**src/rtl/mmio_io_hub.sv**
```systemverilog
`default_nettype none
// ============================================================================
// Module   : mmio_io_hub
// Purpose  : Memory-mapped I/O hub between the single-cycle MIPS core and the
//            board pins. It provides configurable LED and switch lanes, a
//            debounced check button with a sticky press flag, and a
//            free-running cycle counter. Reads are combinational; writes and
//            side effects commit on the rising clock edge.
// Ports    : clock, rst          - CPU clock, synchronous active-high reset
//            addr, io_read,
//            io_write, wdata     - CPU bus (byte address, strobes, store data)
//            rdata               - combinational load data
//            switches, button    - raw asynchronous board inputs
//            leds, btn_event     - registered LED drive, sticky press flag
// Revision : 1.0 - initial release
// ============================================================================
module mmio_io_hub #(
    parameter int LED_W      = 16,
    parameter int SW_W       = 16,
    parameter int DEB_CYCLES = 200000,
    parameter int CNT_W      = 32
) (
    input  logic             clock,
    input  logic             rst,
    input  logic [31:0]      addr,
    input  logic             io_read,
    input  logic             io_write,
    input  logic [31:0]      wdata,
    output logic [31:0]      rdata,
    input  logic [SW_W-1:0]  switches,
    input  logic             button,
    output logic [LED_W-1:0] leds,
    output logic             btn_event
);

    localparam int       c_LED_LANES = LED_W / 8;
    localparam int       c_SW_LANES  = SW_W / 8;
    localparam int       c_DCNT_W    = $clog2(DEB_CYCLES);
    localparam logic [9:0] c_LED_BASE = 10'h060;
    localparam logic [9:0] c_SW_BASE  = 10'h070;
    localparam logic [9:0] c_STATUS   = 10'h080;
    localparam logic [9:0] c_COUNTER  = 10'h084;
    localparam logic [c_DCNT_W-1:0] c_DEB_MAX = c_DCNT_W'(DEB_CYCLES - 1);

    logic [LED_W-1:0]    r_leds;
    logic [LED_W-1:0]    w_leds_next;
    logic [SW_W-1:0]     r_sw_meta;
    logic [SW_W-1:0]     r_sw_sync;
    logic                r_btn_meta;
    logic                r_btn_sync;
    logic                r_stable;
    logic                r_sticky;
    logic [c_DCNT_W-1:0] r_dcnt;
    logic [CNT_W-1:0]    r_count;

    logic       w_hit;
    logic [9:0] w_off;
    logic       w_status_rd;
    logic       w_count_wr;
    logic       w_accept;
    logic       w_rise;
    logic [31:0] w_rdata;
    logic       w_unused_wdata;

    assign w_hit       = (addr[31:10] == 22'h3FFFFF);
    assign w_off       = addr[9:0];
    assign w_status_rd = w_hit && io_read  && (w_off == c_STATUS);
    assign w_count_wr  = w_hit && io_write && (w_off == c_COUNTER);

    // Only the low byte of store data reaches an LED lane.
    assign w_unused_wdata = ^wdata[31:8];

    // A level change is accepted on the edge where the debounce count tops out;
    // the sticky flag is set on that same edge when the new level is high.
    assign w_accept = (r_btn_sync != r_stable) && (r_dcnt == c_DEB_MAX);
    assign w_rise   = w_accept && r_btn_sync;

    always_comb begin
        w_leds_next = r_leds;
        if (w_hit && io_write) begin
            for (int k = 0; k < c_LED_LANES; k++) begin
                if (w_off == 10'(c_LED_BASE + k))
                    w_leds_next[8*k +: 8] = wdata[7:0];
            end
        end
    end

    always_comb begin
        w_rdata = '0;
        if (w_hit) begin
            for (int k = 0; k < c_LED_LANES; k++) begin
                if (w_off == 10'(c_LED_BASE + k))
                    w_rdata[7:0] = r_leds[8*k +: 8];
            end
            for (int k = 0; k < c_SW_LANES; k++) begin
                if (w_off == 10'(c_SW_BASE + k))
                    w_rdata[7:0] = r_sw_sync[8*k +: 8];
            end
            if (w_off == c_STATUS)
                w_rdata[1:0] = {r_sticky, r_stable};
            if (w_off == c_COUNTER)
                w_rdata[CNT_W-1:0] = r_count;
        end
    end

    always_ff @(posedge clock) begin
        if (rst) begin
            r_leds     <= '0;
            r_sw_meta  <= '0;
            r_sw_sync  <= '0;
            r_btn_meta <= 1'b0;
            r_btn_sync <= 1'b0;
            r_stable   <= 1'b0;
            r_sticky   <= 1'b0;
            r_dcnt     <= '0;
            r_count    <= '0;
        end else begin
            r_leds     <= w_leds_next;
            r_sw_meta  <= switches;
            r_sw_sync  <= r_sw_meta;
            r_btn_meta <= button;
            r_btn_sync <= r_btn_meta;

            if (r_btn_sync == r_stable) begin
                r_dcnt <= '0;
            end else if (w_accept) begin
                r_stable <= r_btn_sync;
                r_dcnt   <= '0;
            end else begin
                r_dcnt <= r_dcnt + c_DCNT_W'(1);
            end

            // Setting beats a same-cycle status-load clear.
            if (w_rise)
                r_sticky <= 1'b1;
            else if (w_status_rd)
                r_sticky <= 1'b0;

            // A store wins over the increment, so the count lands on 0.
            if (w_count_wr)
                r_count <= '0;
            else
                r_count <= r_count + CNT_W'(1);
        end
    end

    assign rdata     = w_rdata;
    assign leds      = r_leds;
    assign btn_event = r_sticky;

endmodule
`default_nettype wire
```
**config.mk**
```make
export PLATFORM = sky130hd
export DESIGN_NAME = mmio_io_hub
export DESIGN_NICKNAME = d
export VERILOG_FILES = /design/src/rtl/mmio_io_hub.sv
export SDC_FILE = /design/constraint.sdc
export NUM_CORES = 1
export LEC_CHECK = 0
export ABC_CLOCK_PERIOD_IN_PS = 5150
export CAP_MARGIN = 20
export CORE_MARGIN = 2
export CORE_UTILIZATION = 51
export CTS_CLUSTER_DIAMETER = 120
export DETAILED_ROUTE_END_ITERATION = 10
export PLACE_DENSITY_LB_ADDON = 0.1
export SYNTH_ARGS = -nofsm -noshare
export SYNTH_HDL_FRONTEND = slang
export SYNTH_SLANG_ARGS = --single-unit
```
**constraint.sdc**
```tcl
create_clock -name clock -period 5.15 [get_ports clock]
set_clock_uncertainty 0.2 [all_clocks]
set_input_delay 0.515 -clock clock [delete_from_list [all_inputs] [get_ports clock]]
set_output_delay 0.515 -clock clock [all_outputs]
set_load 0.01 [all_outputs]
```
# After elaboration in Yosys (flattened, before gate mapping)
# Cells that the tools add are included.
dict set report op_classes {
  mux 9
  eq_ne 10
  n_reduce_logical 12
  bitwise_logic 1
  n_addsub 2
}
# operator count
set ops {}
lappend ops {{32-bit two-way mux} 2}
lappend ops {{10-bit by 7-bit equality test with 1-bit output (second input constant)} 4}
lappend ops {{32-bit by 1-bit adder with 32-bit output (second input constant)} 1}
lappend ops {{8-bit two-way mux} 4}
lappend ops {{22-bit equality test (second input constant)} 1}
lappend ops {{10-bit by 8-bit equality test with 1-bit output (second input constant)} 2}
lappend ops {{18-bit by 1-bit adder with 18-bit output (second input constant)} 1}
lappend ops {{18-bit equality test (second input constant)} 1}
lappend ops {{1-bit logical AND} 6}
lappend ops {{2-bit AND reduction} 3}
lappend ops {{3-bit OR reduction} 1}
lappend ops {{1-bit two-way mux} 2}
lappend ops {{2-bit two-way mux} 1}
lappend ops {{2-bit nonzero test} 1}
lappend ops {{2-bit OR reduction} 1}
lappend ops {{1-bit equality test} 1}
lappend ops {{1-bit != test} 1}
lappend ops {{1-bit NOT} 1}
dict set report totals {
  input_bits 85
  output_inout_bits 49
  wordCells 44
  reg_bits 102
}

# Longest topological paths before layout
# Gate-level depths: netlist of run 1.
dict set report depth {
  depth_word 8
  depth_mapped 7
  mapped_depth_nobuf 5
}

# Worst setup path before layout of run 1
# Ideal clock, no wire load.
dict set report synth_timing {
  path_type {input to output}
  start {input port addr[4]}
  end {output port rdata[0]}
  setup_slack_ps 2283
  arrival_time_ps 2152
  path_stages 6
  required_time_ps 4435
  n_path_buf 2
  cell_sequence {buf_2 -> or4b_1 -> nor4_4 -> buf_4 -> a311oi_1 -> a2111oi_2}
}
dict set report synth_via {
  elab_chain_len 8
  elab_cells_between_ends 13
  classes_between {eq/ne (6); mux (7)}
}
# element line
set synth_lines {}
lappend synth_lines {{from (decl)} 25} ;# input logic [31:0] addr,
lappend synth_lines {{10-bit by 7-bit equality test with 1-bit output} 92} ;# if (w_off == 10'(c_LED_BASE + k))
lappend synth_lines {{8-bit two-way mux (2 in a row)} 92}
lappend synth_lines {{8-bit two-way mux (2 in a row)} 96} ;# if (w_off == 10'(c_SW_BASE + k))
lappend synth_lines {{2-bit two-way mux} 99} ;# if (w_off == c_STATUS)
lappend synth_lines {{32-bit two-way mux *} 101} ;# if (w_off == c_COUNTER)
lappend synth_lines {{32-bit two-way mux *} 90} ;# if (w_hit) begin
lappend synth_lines {{to (decl)} 29} ;# output logic [31:0] rdata,
# Mark *: on every way between the ends. The rest lies on a longest branch, timed or not.

# Final worst setup path of run 1
dict set report layout_timing {
  start {input port addr[4]}
  end {output port rdata[24]}
}
dict set report layout_via {
  elab_chain_len 3
}
# element line
set layout_lines {}
lappend layout_lines {{10-bit by 8-bit equality test with 1-bit output} 101}
lappend layout_lines {{32-bit two-way mux} 101}
lappend layout_lines {{32-bit two-way mux} 90}
# No other way between the ends.

==> impl_metrics.prom, run 1 <==
# TYPE chip_impl_metric gauge
chip_impl_metric{name="final.setup.tns",unit="ns"} 0
chip_impl_info{name="synth-main-ff-cell",value="sky130_fd_sc_hd__dfxtp_1"} 1
chip_impl_metric{name="drive_above_1_share",unit="%"} 4.80
chip_impl_metric{name="die_height",unit="um"} 99.8
chip_impl_metric{name="worst_ep_arrival_time",unit="ns"} 3.57
chip_impl_metric{name="routed_wire_length_per_instance",unit="um"} 15.2
chip_impl_metric{name="detailedRoute.firstIterationViolations",unit=""} 143
chip_impl_metric{name="die_area",unit="um2"} 9960
chip_impl_info{name="worst_hold_path.endpoint",value="r_sw_sync[3]"} 1
chip_impl_metric{name="ys_async_sr_fraction",unit="%"} 0
chip_impl_metric{name="report.final.slew_viol_count",unit=""} 0
chip_impl_metric{name="viasPerCell",unit=""} 5.75
chip_impl_metric{name="r2r_cells",unit=""} 4
chip_impl_metric{name="grt_start_max_net_pins",unit=""} 48
chip_impl_metric{name="worst_ir_drop_vdd",unit="V"} 0.000243
chip_impl_info{name="end_kind",value="primary output"} 1
chip_impl_metric{name="post_synth_num_cell_types",unit=""} 47
chip_impl_metric{name="cts_inserted_buffers",unit=""} 9
chip_impl_info{name="min_path_type",value="reg2reg"} 1
chip_impl_metric{name="setup_viol",unit=""} 0
chip_impl_metric{name="period_needed",unit="ns"} 4.28
chip_impl_metric{name="fp.coreArea",unit="um2"} 8810
chip_impl_info{name="worstSetupPathType",value="in2out"} 1
chip_impl_metric{name="power.density_cell_area",unit="nW/um2"} 229
chip_impl_info{name="setup.worst_path.start_class",value="input port"} 1
chip_impl_metric{name="antennaDiodeCount",unit=""} 0
chip_impl_info{name="setup_repair_after_global_routing_missed_its_margin",value="false"} 1
chip_impl_metric{name="groute.usage.overall",unit="%"} 22.3
chip_impl_metric{name="grt_antenna_before_repair",unit=""} 0
chip_impl_metric{name="die-width",unit="um"} 99.8
chip_impl_info{name="worst_r2r_startpoint",value="r_count[2]"} 1
chip_impl_info{name="status",value="complete, no violations"} 1
chip_impl_metric{name="postCtsSetupRepairBufs",unit=""} 0
chip_impl_metric{name="finalWirelength",unit="um"} 11100
chip_impl_metric{name="power.static_leakage",unit="nW"} 1.93
chip_impl_info{name="cts_tree",value="built"} 1
chip_impl_info{name="synth_top_family_by_area",value="simple AND/OR/NAND/NOR gates"} 1
chip_impl_metric{name="synth-edff-count",unit=""} 0
chip_impl_metric{name="initial_util",unit="%"} 53.1
chip_impl_metric{name="globalRoute.totalOverflow",unit=""} 0
chip_impl_metric{name="area_growth_syn_to_fin",unit="%"} 28.4
chip_impl_metric{name="hold_viol_final",unit=""} 0
chip_impl_metric{name="cap_violations",unit=""} 0
chip_impl_metric{name="number_of_cells_produced_by_synthesis",unit=""} 528
chip_impl_metric{name="syn-num-nets",unit=""} 615
chip_impl_metric{name="htree_levels",unit=""} 3
chip_impl_metric{name="routed-via-count",unit=""} 4214
chip_impl_metric{name="clock.fmax",unit="GHz"} 0.234
chip_impl_metric{name="clk_pin_slew",unit="ns"} 0.10
chip_impl_metric{name="dp_hpwl",unit="um"} 8090
chip_impl_metric{name="drc",unit=""} 0
chip_impl_metric{name="synth-adder-area-share",unit="%"} 0.535
chip_impl_metric{name="power_total",unit="mW"} 1.38
chip_impl_metric{name="relSlewSlack",unit="%"} 54.3
chip_impl_metric{name="post_synth_and_or_nand_nor_area_fraction",unit="%"} 30.9
chip_impl_metric{name="synth_warnings",unit=""} 0
chip_impl_metric{name="post_synth_mux_area_share",unit="%"} 2.14
chip_impl_metric{name="synth-xor-area-share",unit="%"} 4.49
chip_impl_metric{name="synth_seq_area_share",unit="%"} 43.6
chip_impl_metric{name="ff2ff_setup_slack",unit="ns"} 2.61
chip_impl_metric{name="grt_first_pass_wirelength",unit="um"} 18100
chip_impl_metric{name="gp_routability_congestion",unit=""} 0.824
chip_impl_info{name="cts_root_buf",value="sky130_fd_sc_hd__clkbuf_8"} 1
chip_impl_info{name="worst_r2r_endpoint",value="r_count[23]"} 1
chip_impl_metric{name="postSynthAreaPerCell",unit="um2"} 8.86
chip_impl_metric{name="worst-path-max-fanout",unit=""} 24
chip_impl_metric{name="clockBufferDepth",unit=""} 2
chip_impl_metric{name="fin_crit_sh",unit="%"} 83.2
chip_impl_metric{name="ys_seq_elements",unit=""} 102
chip_impl_metric{name="worst_slew_pin_slew",unit="ns"} 0.681
chip_impl_metric{name="cts_repair_resizes",unit=""} 0
chip_impl_info{name="worst_hold_startpoint",value="r_sw_meta[3]"} 1
chip_impl_metric{name="cts-hold-fix-buffers",unit=""} 0
chip_impl_metric{name="layout.nets",unit=""} 707
chip_impl_metric{name="instance_count_along_the_most_critical_hold_path",unit=""} 1
chip_impl_metric{name="first_global_vias",unit=""} 3931
chip_impl_metric{name="synth-compound-area-share",unit="%"} 14.5
chip_impl_metric{name="clock_insertion_delay_worst_skew",unit="ns"} 0.36
chip_impl_metric{name="rows",unit=""} 34
chip_impl_metric{name="drtPass1Iterations",unit=""} 4
chip_impl_metric{name="postRouteAntennaNets",unit=""} 0
chip_impl_metric{name="required",unit="ns"} 4.43
chip_impl_metric{name="clock_sinks",unit=""} 102
chip_impl_metric{name="io_buffer_count",unit=""} 109
chip_impl_metric{name="synth.cell_area",unit="um2"} 4680
chip_impl_metric{name="num_io_pins",unit=""} 134
## sequential cells by signal (all words and copies together) (netlist names)
register and flops:
r_btn_sync 1, r_stable 1, btn_event 1, r_sw_meta 16, r_dcnt 18, r_count 32
r_btn_meta 1, leds 16, r_sw_sync 16
## per-stage QoR
stage                     hold slack (ns)  std cells  setup WS, ns  cell area, um2  util, %
after floorplan                     0.214        528          2.28            4680        -
after global placement              0.228        715         0.980            5790     65.8
after detailed placement            0.224        716         0.871            5800     65.8
after CTS                           0.248        732         0.859            5980     67.9
after global routing                0.258        733         0.678            6010     68.2
final                               0.246        733         0.868            6010     68.2
## metal layers
layer | global-route usage, % | share of wire, % | wire length [um] | vias up
met5 | 0 | 0 | 0 | -
li1 | - | - | - | 2097
met1 | 28.5 | 44 | 4930 | 1991
met2 | 38.3 | 48 | 5390 | 113
met4 | 7.59 | 1.5 | 169 | 0
met3 | 3.76 | 5.9 | 657 | 13
## worst max path at each step
| stage | end | from | cells after the start |
|---|---|---|---|
| 2_1_floorplan | rdata[0] | addr[4] | 6 |
| 3_3_place_gp | rdata[25] | addr[4] | 7 |
| 3_5_place_dp | rdata[24] | addr[4] | 7 |
| 4_1_cts | rdata[24] | addr[4] | 7 |
| 5_1_grt | rdata[26] | addr[4] | 7 |
| 6_report | rdata[24] | addr[4] | 7 |
## cell type report
cell class,count,area [um2]
well taps,108,135
clock inverters,6,53.8
flip-flops and latches,102,2040
repair buffers,114,1150
multi-input cells,383,2460
clock buffers,10,128
fillers,741,2800
inverters,10,37.5
## worst max-delay path, stage by stage
cell and delay [ns]:
sky130_fd_sc_hd__clkdlybuf4s50_1 0.60, sky130_fd_sc_hd__or4b_1 0.66, sky130_fd_sc_hd__nor4_4 0.23, sky130_fd_sc_hd__buf_4 0.21
sky130_fd_sc_hd__and3_1 0.58, sky130_fd_sc_hd__and2_1 0.22, sky130_fd_sc_hd__clkdlybuf4s50_1 0.54
## cell usage after synthesis (12+ instances only)
cell | number | share of area, %
sky130_fd_sc_hd__a21oi_1 | 34 | 3.6
sky130_fd_sc_hd__and2_1 | 27 | 3.6
sky130_fd_sc_hd__clkbuf_1 | 22 | 1.8
sky130_fd_sc_hd__dfxtp_1 | 102 | 44
sky130_fd_sc_hd__nand2_1 | 35 | 2.8
sky130_fd_sc_hd__nand3_1 | 17 | 1.8
sky130_fd_sc_hd__nand4_1 | 29 | 3.9
sky130_fd_sc_hd__nor2_1 | 30 | 2.4
sky130_fd_sc_hd__nor2b_1 | 40 | 5.3
sky130_fd_sc_hd__o21ai_0 | 20 | 2.1
sky130_fd_sc_hd__o31ai_1 | 18 | 2.9
sky130_fd_sc_hd__or3_1 | 14 | 1.9
sky130_fd_sc_hd__or4_1 | 13 | 2.1
sky130_fd_sc_hd__xnor2_1 | 12 | 2.2
sky130_fd_sc_hd__xor2_1 | 12 | 2.2
## power breakdown
group | switching [mW] | internal, mW | total [mW]
Clock | 0.289 | 0.184 | 0.473
Combinational | 0.0375 | 0.0566 | 0.0941
Sequential | 0.00547 | 0.803 | 0.808
## cell families after synthesis
family                     after synthesis
and+or+nand+nor                        243
AOI/OAI and AO/OA                      104
DFF                                    102
buffers and inverters                   43
xor gates and xnor gates                24
muxes                                   10
adders and majority gates                2
## cell usage in the layout, fill, tap and decap left out, types with 18 or more instances in the layout
cell	count
sky130_fd_sc_hd__o21ai_0	20
sky130_fd_sc_hd__and2_1	27
sky130_fd_sc_hd__clkdlybuf4s50_1	109
sky130_fd_sc_hd__nor2b_1	40
sky130_fd_sc_hd__dfxtp_1	102
sky130_fd_sc_hd__nand2_1	35
sky130_fd_sc_hd__nand4_1	29
sky130_fd_sc_hd__nor2_1	30
sky130_fd_sc_hd__o31ai_1	18
sky130_fd_sc_hd__a21oi_1	34
(Power assumes the default switching activity.)
==> run 2, diff against run 1 <==
--- a/config.mk
+++ b/config.mk
@@ -5,10 +5,10 @@
 export SDC_FILE = /design/constraint.sdc
 export NUM_CORES = 1
 export LEC_CHECK = 0
-export ABC_CLOCK_PERIOD_IN_PS = 5150
+export ABC_CLOCK_PERIOD_IN_PS = 3500
 export CAP_MARGIN = 20
 export CORE_MARGIN = 2
-export CORE_UTILIZATION = 51
+export CORE_UTILIZATION = 43
 export CTS_CLUSTER_DIAMETER = 120
 export DETAILED_ROUTE_END_ITERATION = 10
 export PLACE_DENSITY_LB_ADDON = 0.1
==> constraint.sdc (replaced) <==
create_clock -name clock -period 3.5 [get_ports clock]
set_clock_uncertainty 0.2 [all_clocks]
set_input_delay 0.35 -clock clock [delete_from_list [all_inputs] [get_ports clock]]
set_output_delay 0.35 -clock clock [all_outputs]
set_load 0.01 [all_outputs]
==> impl_metrics.prom, run 2 (synthesized netlist as in run 1, its figures left out) <==
# TYPE chip_impl_metric gauge
chip_impl_info{name="setup.worst_path.start_class",value="input port"} 1
chip_impl_metric{name="slowest_delay",unit="ns"} 0.59
chip_impl_info{name="critical_path.cell_chain",value="clkdlybuf4s50_1 > or4b_4 > nor4_4 > buf_4 > a21oi_1 > a311oi_2 > clkdlybuf4s50_1"} 1
chip_impl_metric{name="relSlewSlack",unit="%"} 58.5
chip_impl_metric{name="worst_ep_arrival_time",unit="ns"} 2.85
chip_impl_metric{name="fin_crit_sh",unit="%"} 97.2
chip_impl_metric{name="fin_hold_ws",unit="ns"} 0.246
chip_impl_metric{name="clockBufferDepth",unit=""} 2
chip_impl_metric{name="io_buffer_count",unit=""} 109
chip_impl_info{name="cts_tree",value="built"} 1
chip_impl_metric{name="globalRoute.totalOverflow",unit=""} 0
chip_impl_metric{name="grt_start_max_net_pins",unit=""} 37
chip_impl_metric{name="drive_above_1_share",unit="%"} 8.24
chip_impl_info{name="cp_slowest_cell",value="sky130_fd_sc_hd__or4b_4"} 1
chip_impl_info{name="largestRegisters",value="r_count: 32 flops, r_dcnt: 18 flops"} 1
chip_impl_metric{name="initial_util",unit="%"} 43.5
chip_impl_metric{name="cts_inserted_buffers",unit=""} 9
chip_impl_metric{name="largest_register_ff_count",unit=""} 32
chip_impl_info{name="min_path_type",value="reg2reg"} 1
chip_impl_metric{name="antennaDiodeCount",unit=""} 0
chip_impl_info{name="setup_repair_after_global_routing_missed_its_margin",value="false"} 1
chip_impl_metric{name="setup_viol",unit=""} 0
chip_impl_metric{name="viasPerCell",unit=""} 5.46
chip_impl_metric{name="finalWirelength",unit="um"} 11800
chip_impl_metric{name="routed-via-count",unit=""} 4275
chip_impl_metric{name="worst_ir_drop_vdd",unit="V"} 0.000218
chip_impl_info{name="status",value="complete, no violations"} 1
chip_impl_metric{name="gp_routability_congestion",unit=""} 0.908
chip_impl_info{name="end_kind",value="primary output"} 1
chip_impl_info{name="most-common-layout-cells",value="106 x sky130_fd_sc_hd__clkdlybuf4s50_1, 102 x sky130_fd_sc_hd__dfxtp_1, 40 x sky130_fd_sc_hd__nor2b_1"} 1
chip_impl_metric{name="worst-path-max-fanout",unit=""} 5
chip_impl_metric{name="grt_antenna_before_repair",unit=""} 0
chip_impl_metric{name="power_total",unit="mW"} 2.10
chip_impl_metric{name="die_area",unit="um2"} 11700
chip_impl_metric{name="routed_wire_length_per_instance",unit="um"} 15.1
chip_impl_metric{name="num_io_pins",unit=""} 134
chip_impl_info{name="route.top_layer_used",value="met4"} 1
chip_impl_metric{name="dp_hpwl",unit="um"} 8700
chip_impl_metric{name="hold_viol_final",unit=""} 0
chip_impl_metric{name="required",unit="ns"} 2.95
chip_impl_info{name="cts_root_buf",value="sky130_fd_sc_hd__clkbuf_8"} 1
chip_impl_metric{name="met3RoutedLength",unit="um"} 800
chip_impl_metric{name="routed-wl-met2",unit="um"} 5660
chip_impl_metric{name="worst_slew_pin_slew",unit="ns"} 0.619
chip_impl_metric{name="clock.fmax",unit="GHz"} 0.294
chip_impl_metric{name="die-width",unit="um"} 108
chip_impl_metric{name="die_height",unit="um"} 108
chip_impl_metric{name="layout.nets",unit=""} 725
chip_impl_metric{name="groute.usage.overall",unit="%"} 20.9
chip_impl_metric{name="fp.coreArea",unit="um2"} 10700
chip_impl_metric{name="report.final.slew_viol_count",unit=""} 0
chip_impl_metric{name="clock_sinks",unit=""} 102
chip_impl_metric{name="period_needed",unit="ns"} 3.40
chip_impl_metric{name="detailedRoute.firstIterationViolations",unit=""} 228
chip_impl_metric{name="clk_pin_slew",unit="ns"} 0.12
chip_impl_info{name="worstSetupPathType",value="in2out"} 1
chip_impl_info{name="largest_register",value="r_count"} 1
chip_impl_metric{name="cap_violations",unit=""} 0
chip_impl_metric{name="postRouteAntennaNets",unit=""} 0
chip_impl_info{name="layout_commonest_cell",value="sky130_fd_sc_hd__clkdlybuf4s50_1"} 1
chip_impl_metric{name="grt_first_pass_wirelength",unit="um"} 19500
chip_impl_metric{name="rows",unit=""} 38
chip_impl_metric{name="clock_insertion_delay_worst_skew",unit="ns"} 0.37
chip_impl_metric{name="power.static_leakage",unit="nW"} 2.09
chip_impl_metric{name="area_growth_syn_to_fin",unit="%"} 33.5
chip_impl_metric{name="htree_levels",unit=""} 3
chip_impl_metric{name="drtPass1Iterations",unit=""} 4
chip_impl_metric{name="drc",unit=""} 0
chip_impl_metric{name="power.density_cell_area",unit="nW/um2"} 336
chip_impl_metric{name="route.layer.met1.wl",unit="um"} 5190
chip_impl_metric{name="first_global_vias",unit=""} 4100
chip_impl_info{name="worst_path_most_repeated_cell",value="sky130_fd_sc_hd__clkdlybuf4s50_1"} 1
[run 2: cell count changes in the layout (fill, tap and decap cells not counted), moves of 2 or more]
cell	delta
sky130_fd_sc_hd__clkinv_8	+3
sky130_fd_sc_hd__clkdlybuf4s50_1	-3
sky130_fd_sc_hd__clkinvlp_4	-3
sky130_fd_sc_hd__buf_4	+19
sky130_fd_sc_hd__or4b_4	+2
sky130_fd_sc_hd__dlymetal6s2s_1	+3
[run 2: timing repair]
action | in CTS | in global routing
resized for setup | 0 | 9
setup buffers | 0 | 1
hold buffers | 0 | 0
setup endpoints to repair | 0 | 32
[run 2: power breakdown]
group	switching (mW)	internal [mW]
registers	0.00821	1.18
logic	0.0584	0.0876
clock network	0.472	0.288
[run 2: worst paths after layout]
path	slack (ns)	to	start	cells past startpoint
max reg2reg	0.98	r_count[31]	r_count[2]	4
min	0.25	r_sw_sync[7]	r_sw_meta[7]	1
max	0.1	rdata[1]	addr[5]	7
min reg2reg	0.25	r_sw_sync[7]	r_sw_meta[7]	1
[run 2: critical path, delay by kind of cell]
kind                   cells  cell delay (ns)
buffers and inverters      3             1.20
and+or+nand+nor            2             0.95
AOI/OAI and AO/OA          2             0.34
[run 2: through the flow]
| step | setup TNS, ns | cells | instance area, um2 | worst slack, ns | utilization [%] |
|---|---|---|---|---|---|
| 2_1_floorplan | 0 | 528 | 4680 | 0.963 | - |
| 3_3_place_gp | -0.00271 | 766 | 5990 | -0.00271 | 55.7 |
| 3_5_place_dp | 0 | 766 | 5990 | 0.0222 | 55.7 |
| 4_1_cts | 0 | 782 | 6200 | 0.0182 | 57.7 |
| 5_1_grt | 0 | 783 | 6250 | 0.0230 | 58.1 |
| 6_report | 0 | 783 | 6250 | 0.0973 | 58.1 |
[run 2: area by class of cell]
type | instances | area, um2
fillers | 983 | 4500
multi-input cells | 383 | 2500
inverters | 10 | 37.5
repair buffers | 132 | 1280
flip-flops and latches | 102 | 2040
well taps | 140 | 175
clock buffers | 9 | 124
clock inverters | 7 | 86.3
[run 2: routing by layer]
layer  GRT usage (%)  vias up
met5               0        -
met2            36.7      127
met3            4.70       18
met4            6.50        0
li1                -     2152
met1            25.3     1978
